**src/rtl/gcd_op_sequencer_if.sv**
```systemverilog
// gcd_op_sequencer_if: operand intake, core issue/done and result handshakes.
// master = environment side, slave = sequencer side; io_count is FIFO occupancy.
interface gcd_op_sequencer_if #(
  parameter int WIDTH = 8,
  parameter int DEPTH = 4
);
  localparam int CW = $clog2(DEPTH) + 1;

  logic             io_in_valid;
  logic             io_in_ready;
  logic [WIDTH-1:0] io_in_a;
  logic [WIDTH-1:0] io_in_b;
  logic             io_gcd_start;
  logic [WIDTH-1:0] io_gcd_a;
  logic [WIDTH-1:0] io_gcd_b;
  logic             io_gcd_done;
  logic [WIDTH-1:0] io_gcd_result;
  logic             io_out_valid;
  logic             io_out_ready;
  logic [WIDTH-1:0] io_out_result;
  logic             io_out_err;
  logic [CW-1:0]    io_count;

  modport master (
    output io_in_valid, io_in_a, io_in_b,
    output io_gcd_done, io_gcd_result,
    output io_out_ready,
    input  io_in_ready, io_gcd_start,
    input  io_gcd_a, io_gcd_b,
    input  io_out_valid, io_out_result,
    input  io_out_err, io_count
  );

  modport slave (
    input  io_in_valid, io_in_a, io_in_b,
    input  io_gcd_done, io_gcd_result,
    input  io_out_ready,
    output io_in_ready, io_gcd_start,
    output io_gcd_a, io_gcd_b,
    output io_out_valid, io_out_result,
    output io_out_err, io_count
  );
endinterface

```
**src/rtl/gcd_op_sequencer.sv**
```systemverilog
// gcd_op_sequencer: FIFO-buffered operand feeder for a gcd core with watchdog.
// Ports: clock, reset (sync, active-low), io (slave: in/gcd/out handshakes, count).
module gcd_op_sequencer #(
  parameter int WIDTH   = 8,
  parameter int DEPTH   = 4,
  parameter int TIMEOUT = 300
) (
  input  logic clock,
  input  logic reset,
  gcd_op_sequencer_if.slave io
);
  localparam int AW = $clog2(DEPTH);
  localparam int CW = AW + 1;
  localparam int TW = $clog2(TIMEOUT) + 1;

  typedef enum logic [1:0] {
    IDLE,
    ISSUE,
    WAIT,
    DRAIN
  } state_t;

  state_t           state;
  logic [WIDTH-1:0] mem_a [DEPTH];
  logic [WIDTH-1:0] mem_b [DEPTH];
  logic [AW-1:0]    wr_ptr;
  logic [AW-1:0]    rd_ptr;
  logic [CW-1:0]    count;
  logic [TW-1:0]    timer;
  logic             push;
  logic             pop;
  logic [WIDTH-1:0] head_a;
  logic [WIDTH-1:0] head_b;
  logic             head_zero;

  assign io.io_in_ready = (count != CW'(DEPTH));
  assign io.io_count    = count;

  assign push      = io.io_in_valid && io.io_in_ready;
  assign pop       = (state == IDLE) && (count != '0);
  assign head_a    = mem_a[rd_ptr];
  assign head_b    = mem_b[rd_ptr];
  assign head_zero = (head_a == '0) || (head_b == '0);

  always_ff @(posedge clock) begin
    if (push) begin
      mem_a[wr_ptr] <= io.io_in_a;
      mem_b[wr_ptr] <= io.io_in_b;
    end
  end

  always_ff @(posedge clock) begin
    if (!reset) begin
      state            <= IDLE;
      wr_ptr           <= '0;
      rd_ptr           <= '0;
      count            <= '0;
      timer            <= '0;
      io.io_gcd_start  <= 1'b0;
      io.io_gcd_a      <= '0;
      io.io_gcd_b      <= '0;
      io.io_out_valid  <= 1'b0;
      io.io_out_result <= '0;
      io.io_out_err    <= 1'b0;
    end else begin
      if (push) wr_ptr <= wr_ptr + 1'b1;
      if (pop)  rd_ptr <= rd_ptr + 1'b1;

      unique case (1'b1)
        push && !pop: count <= count + 1'b1;
        pop && !push: count <= count - 1'b1;
        default:      count <= count;
      endcase

      unique case (state)
        IDLE: begin
          if (pop) begin
            if (head_zero) begin
              // gcd(0,x)=x and gcd(0,0)=0 both reduce to a|b
              io.io_out_result <= head_a | head_b;
              io.io_out_err    <= 1'b0;
              io.io_out_valid  <= 1'b1;
              state            <= DRAIN;
            end else begin
              io.io_gcd_a     <= head_a;
              io.io_gcd_b     <= head_b;
              io.io_gcd_start <= 1'b1;
              state           <= ISSUE;
            end
          end
        end
        ISSUE: begin
          io.io_gcd_start <= 1'b0;
          timer           <= '0;
          state           <= WAIT;
        end
        WAIT: begin
          if (io.io_gcd_done) begin
            io.io_out_result <= io.io_gcd_result;
            io.io_out_err    <= 1'b0;
            io.io_out_valid  <= 1'b1;
            state            <= DRAIN;
          end else if (timer == TW'(TIMEOUT - 1)) begin
            // WAIT has lasted TIMEOUT cycles with no done
            io.io_out_result <= '0;
            io.io_out_err    <= 1'b1;
            io.io_out_valid  <= 1'b1;
            state            <= DRAIN;
          end else begin
            timer <= timer + 1'b1;
          end
        end
        DRAIN: begin
          if (io.io_out_ready) begin
            io.io_out_valid <= 1'b0;
            state           <= IDLE;
          end
        end
        default: state <= IDLE;
      endcase
    end
  end
endmodule

```
**src/flat_wrapper.sv**
```systemverilog
// flat-port wrapper written by rule: the top's interface ports become plain ports
module gcd_op_sequencer_flat 
#(
  parameter int WIDTH   = 8,
  parameter int DEPTH   = 4,
  parameter int TIMEOUT = 300
)
  (clock, reset, io_io_in_valid, io_io_in_a, io_io_in_b, io_io_gcd_done, io_io_gcd_result, io_io_out_ready, io_io_in_ready, io_io_gcd_start, io_io_gcd_a, io_io_gcd_b, io_io_out_valid, io_io_out_result, io_io_out_err, io_io_count);
  gcd_op_sequencer_if #(.WIDTH(WIDTH), .DEPTH(DEPTH)) io_i ();
  input  logic clock;
  input  logic reset;
  input wire logic [$bits(io_i.io_in_valid)-1:0] io_io_in_valid;
  input wire logic [$bits(io_i.io_in_a)-1:0] io_io_in_a;
  input wire logic [$bits(io_i.io_in_b)-1:0] io_io_in_b;
  input wire logic [$bits(io_i.io_gcd_done)-1:0] io_io_gcd_done;
  input wire logic [$bits(io_i.io_gcd_result)-1:0] io_io_gcd_result;
  input wire logic [$bits(io_i.io_out_ready)-1:0] io_io_out_ready;
  output wire logic [$bits(io_i.io_in_ready)-1:0] io_io_in_ready;
  output wire logic [$bits(io_i.io_gcd_start)-1:0] io_io_gcd_start;
  output wire logic [$bits(io_i.io_gcd_a)-1:0] io_io_gcd_a;
  output wire logic [$bits(io_i.io_gcd_b)-1:0] io_io_gcd_b;
  output wire logic [$bits(io_i.io_out_valid)-1:0] io_io_out_valid;
  output wire logic [$bits(io_i.io_out_result)-1:0] io_io_out_result;
  output wire logic [$bits(io_i.io_out_err)-1:0] io_io_out_err;
  output wire logic [$bits(io_i.io_count)-1:0] io_io_count;
  assign io_i.io_in_valid = io_io_in_valid;
  assign io_i.io_in_a = io_io_in_a;
  assign io_i.io_in_b = io_io_in_b;
  assign io_i.io_gcd_done = io_io_gcd_done;
  assign io_i.io_gcd_result = io_io_gcd_result;
  assign io_i.io_out_ready = io_io_out_ready;
  assign io_io_in_ready = io_i.io_in_ready;
  assign io_io_gcd_start = io_i.io_gcd_start;
  assign io_io_gcd_a = io_i.io_gcd_a;
  assign io_io_gcd_b = io_i.io_gcd_b;
  assign io_io_out_valid = io_i.io_out_valid;
  assign io_io_out_result = io_i.io_out_result;
  assign io_io_out_err = io_i.io_out_err;
  assign io_io_count = io_i.io_count;
  gcd_op_sequencer #(.WIDTH(WIDTH), .DEPTH(DEPTH), .TIMEOUT(TIMEOUT)) u_core (.clock(clock), .reset(reset), .io(io_i));
endmodule
```
**config.mk**
```make
export PLATFORM = sky130hd
export DESIGN_NAME = gcd_op_sequencer_flat
export DESIGN_NICKNAME = d
export VERILOG_FILES = /design/src/rtl/gcd_op_sequencer_if.sv /design/src/rtl/gcd_op_sequencer.sv /design/src/flat_wrapper.sv
export SDC_FILE = /design/constraint.sdc
export NUM_CORES = 1
export LEC_CHECK = 0
export ABC_AREA = 1
export CAP_MARGIN = 25
export CORE_MARGIN = 8
export CORE_UTILIZATION = 40
export DETAILED_ROUTE_END_ITERATION = 12
export GPL_TIMING_DRIVEN = 0
export PLACE_DENSITY = 0.68
export SLEW_MARGIN = 15
export SYNTH_ARGS = -nofsm -noshare
export SYNTH_HDL_FRONTEND = slang
export SYNTH_SLANG_ARGS = --single-unit
```
**constraint.sdc**
```tcl
create_clock -name clock -period 3 [get_ports clock]
set_input_delay 0.6 -clock clock [delete_from_list [all_inputs] [get_ports clock]]
set_output_delay 0.6 -clock clock [all_outputs]
set_load 0.02 [all_outputs]
```
# Word level (Yosys, flattened, before mapping)
# Memory sizes are Yosys's and may differ from the RTL's. A register that Yosys moved wholly into a read port is not among the register bits.
# Index checks and enable logic that the tools add are counted.
# totals
register_bits	46
ramBits	64
in_bits	29
out_inout_bits	31
elab_cells	88
memories	2
# classes
add_sub_neg	5
n_eq_ne	12
n_mux	34
n_bitwise	2
reduce_logical	22
# mem_list
name	depth	width	read_ports	rd_clocked_by_memory_dff	write_ports	line_no	source
u_core.mem_a	4	8	1	1	1	gcd_op_sequencer.sv:24	logic [WIDTH-1:0] mem_a [DEPTH];
u_core.mem_b	4	8	1	1	1	gcd_op_sequencer.sv:25	logic [WIDTH-1:0] mem_b [DEPTH];
# ops
operator	count
$mux W8	4
$mux W10	2
$pmux W10 S2	1
$mux W2	9
$logic_not A8 Y1	2
$pmux W8 S2	1
$mux W1	12
$reduce_and A3 Y1	4
$add A10 B1 Y10 const B	1
$eq A10 B9 Y1 const B	1
$ne A2 B2 Y1 const B	4
$or A8 B8 Y8	1
$pmux W2 S4	1
$reduce_bool A2 Y1	4
$pmux W3 S2	1
$reduce_bool A3 Y1	2
$reduce_and A5 Y1	1
$add A2 B1 Y2 const B	2
$eq A2 B2 Y1 const B	2
$logic_and A1 B1 Y1	4
$ne A2 B1 Y1 const B	2
$pmux W1 S2	2
$reduce_and A4 Y1	1
$add A3 B1 Y3 const B	1
other kinds (9)	10

# Logic depth before layout (Yosys ltp)
# depth
word_depth	5
ltp_mapped	15
depth_no_buf	12

# Least setup slack after synthesis
# Ideal clock, no wire load.
# synth_path
path_kind	flip-flop to flip-flop
from	register u_core.state[0]
to	register u_core.count[2], in the netlist u_core.io.io_count[2]
setup_ns	0.122
arrival_ns	2.058
required_time_ns	2.878
path_slack_ns	0.820
stages_incl_launch_ff	12
path_buffers	0
synth_period_minus_slack_ns	2.180
cell_sequence	dfxtp_1 > inv_1 > ha_1 > inv_1 > nor2_1 > ha_1 > inv_1 > fa_1 > a21oi_1 > o21ai_0 > o21ai_0 > a21oi_1
# synth_between
elab_chain_cells	5
elab_cells_between_ends	7
cone_classes	1 x mux; 6 x reduce/logical
# synth_lines
item	line_no	source
start: declaration	gcd_op_sequencer.sv:23	state_t state;
start signal: assignment	gcd_op_sequencer.sv:54	state <= IDLE;
start signal: assignment	gcd_op_sequencer.sv:83	state <= DRAIN;
start signal: assignment	gcd_op_sequencer.sv:88	state <= ISSUE;
$logic_not A2 Y1 (*)	gcd_op_sequencer.sv:40	assign pop = (state == IDLE) && (count != '0);
$logic_and A1 B1 Y1 (*)	gcd_op_sequencer.sv:40	
named net u_core.pop	gcd_op_sequencer.sv:31	logic pop;
$logic_not A1 Y1	gcd_op_sequencer.sv:70	push && !pop: count <= count + 1'b1;
$logic_and A1 B1 Y1	gcd_op_sequencer.sv:70	
$pmux W3 S2 / $reduce_bool A2 Y1 (equally long branches)	--	
end signal: assignment	gcd_op_sequencer.sv:70	
end signal: assignment	gcd_op_sequencer.sv:71	pop && !push: count <= count - 1'b1;
end signal: assignment	gcd_op_sequencer.sv:72	default: count <= count;
end: declaration	gcd_op_sequencer.sv:28	logic [CW-1:0] count;
# The timed path passes the listed nets; every way through them passes the cells marked *.
# A chain may end at the register's enable or synchronous reset.

# Final worst setup path
# Same ends and word-level chain as after synthesis.

==> flow_summary_export.csv <==
group,metric,value,unit
outcome,status,"completed",
sta,worst_slew_pin_slew,0.4966,ns
sta,fin_crit,2.445,ns
global_route,busiest_layer,"met2",
finish,fin_nets,640,
placed_design,dp_hpwl,8258,µm
clock_network,numCtsBuffers,9,
yosys,netlist_area,0.004933,mm²
clock_network,cts-root-buf,"clkbuf_16",
global_route,track_usage,0.1466,
floorplan,io_pins,60,
setup_path,path_class,"reg -> reg",
pwr,ir_drop,402.1,µV
setup_path,worst_ep_arrival_time,2.68,ns
routing,first_pass_iters,6,
global_route,antenna_found_initial,0,
sta,clock.fmax,409.0,MHz
pwr,power.density,1023,mW/mm²
setup_path,worstSetupStartpointType,"register",
hold_path,hp-class,"reg -> reg",
sta,fin_ws,0.5548,ns
clock_network,clk_path_buf_depth,2,
clock_network,cts_setup_buffers,0,
routing,wl_per_cell,15.24,µm
sta,setup_viol,0,
yosys,synthCells,527,
sta,maxSlewHeadroom,0.6689,
clock_network,cts.reportedPaths.clkPinSlew,0.07,ns
routing,via_count,3739,
sta,hold_viol,0,
yosys,yosysWarnings,0,
floorplan,initial_core_util,0.4107,
pwr,power.leakage,2.396,nW
global_route,overflow,0,
global_route,grt_util_met3,0.03328,
routing,drc,0,
yosys,synth.distinct_cells,29,
placed_design,place_ws,0.4532,ns
clock_network,cts.sinks,112,
setup_path,worstPathMaxFanout,6,
global_route,grt_pass1_wl,18660,µm
yosys,synth_area_per_cell,9.361,µm²
setup_path,required,3.23,ns
sta,period_share,0.8151,
yosys,syn_nets,567,
yosys,seq_area_frac_synth,0.5843,
placed_design,io_buffer_count,58,
sta,fin_worst_skew,0.009964,ns
sta,report.final.slew_viol_count,0,
sta,setup-tns-final,0,ns
flow_run,drv_cap,0,
yosys,yosys_register_bits,112,
global_route,grtUsageMet2,0.2447,
clock_network,cts-resized-gates,0,
routing,antenna_left,0,
clock_network,clk-insertion-delay-late,0.35,ns
routing,drt-vias-per-instance,4.972,
placed_design,place_congestion,0.8189,
floorplan,die_h,127.1,µm
finish,drive_gt1_frac,0.1124,
floorplan,rows,40,
clock_network,cts_hold_buf,0,
global_route,grt_pass1_vias,3686,
global_route,grt_max_degree,20,
global_route,grt_use_met1,0.1781,
finish,antenna_cells,0,
floorplan,fp.dieArea,0.01614,mm²
routing,drt_iter0_markers,317,
finish,syn_to_final_growth,23.43,%
clock_network,cts_tree,"done",
clock_network,htree_levels,3,
floorplan,coreArea,0.01201,mm²
sta,rsz0062_at_grt,"no",
setup_path,end_kind,"register",
setup_path,rrSetupSlack,0.55,ns
finish,n_fill_cell,1073,
floorplan,die_w,127.1,µm
routing,drt-total-wl,11460,µm
sequential cells by signal, summed over array words and instances (netlist names), 2 cells and up, named ones only:
signal and flops:
u_core.io.io_count 3, u_core.io.io_gcd_a 8, u_core.io.io_gcd_b 8, u_core.io.io_out_result 8
u_core.mem_a 32, u_core.mem_b 32, u_core.rd_ptr 2, u_core.state 2
u_core.timer 10, u_core.wr_ptr 2
path summary, 6_finish.rpt:
kind	start	endpoint	cells after the start
max	u_core.state[0]	u_core.io.io_count[2]	11
min	u_core.rd_ptr[1]	u_core.rd_ptr[1]	2
max reg2reg	u_core.state[0]	u_core.io.io_count[2]	11
min reg2reg	u_core.rd_ptr[1]	u_core.rd_ptr[1]	2
power breakdown:
group | total, mW | internal (mW) | switching [mW]
Sequential | 2.12 | 1.95 | 0.165
Combinational | 2.81 | 1.07 | 1.74
Clock | 1.30 | 0.744 | 0.557
metrics by stage:
step	hold WS, ns	total power [mW]	utilization	cell area [µm²]	std cells
4_1_cts	0.4689	6.260	0.5070	6090	752
2_1_floorplan	0.4363	4.006	-	4933	527
3_5_place_dp	0.4595	4.954	0.4802	5768	736
6_report	0.4649	6.228	0.5070	6090	752
5_1_grt	0.5106	6.646	0.5070	6090	752
3_3_place_gp	0.4491	4.848	0.4744	5698	732
per-layer routing:
layer | wire [µm] | vias up | share of wire
li1 | - | 1898 | -
met5 | 0 | - | 0
met1 | 5130 | 1729 | 0.45
met4 | 189 | 0 | 0.016
met2 | 5590 | 99 | 0.49
met3 | 549 | 13 | 0.048
cells in the mapped netlist (all sizes together):
cell type    n  area, µm²
nand4        5      31.28
a21o         1      7.510
dfxtp       48      960.9
xor2         1      8.760
nand3       51      272.8
fa           1      20.02
inv         49      188.9
edfxtp      64       1922
buf         16      153.9
clkbuf       4      15.01
nor3         5      25.02
ha          10      125.1
a21oi       63      356.6
nor2        32      132.6
o21ai       13      65.06
or2          1      6.260
xnor2        1      8.760
nand2      162      633.1
area by class of cell:
class / instances / area, µm² / share of cell area
plain buffers: 20 / 168.9 / 0.02774
clock buffers: 11 / 232.7 / 0.03822
flip-flops and latches: 112 / 2883 / 0.4734
well taps: 147 / 183.9 / 0.03020
inverters: 49 / 188.9 / 0.03103
repair buffers: 62 / 640.6 / 0.1052
multi-input cells: 346 / 1703 / 0.2796
clock inverters: 5 / 88.84 / 0.01459
critical path, cell delays in order, from the launching register on:
cell and delay (ns):
dfxtp_1 0.33, inv_1 0.10, ha_1 0.30, inv_1 0.06
nor2_1 0.39, ha_1 0.23, inv_1 0.07, fa_1 0.38
a21oi_1 0.14, o21ai_0 0.10, o21ai_0 0.16, a21oi_1 0.06
layout by cell type, fill, tap and decap left out, types with 6 or more instances in the layout:
cell type | synthesis | routed
a21oi_2 | 11 | 11
o21ai_0 | 13 | 13
a21oi_1 | 52 | 52
nand3_1 | 49 | 49
nor2_2 | 2 | 6
ha_1 | 10 | 10
clkdlybuf4s50_1 | 0 | 58
nor2_1 | 29 | 25
clkbuf_1 | 4 | 6
clkbuf_16 | 0 | 9
dfxtp_1 | 48 | 48
nand2_2 | 10 | 10
nand2_1 | 152 | 152
inv_1 | 46 | 46
edfxtp_1 | 64 | 64
buf_6 | 9 | 9
kinds of logic after synthesis:
kind of cell | synth area share
AO/OA/AOI/OAI | 0.08699
XOR/XNOR | 0.003551
adder cells (fa/ha/maj) | 0.02942
buffers and inverters | 0.07253
flip-flops | 0.5843
AND/OR/NAND/NOR | 0.2232
No activity file was read; power rests on OpenSTA's default activity.
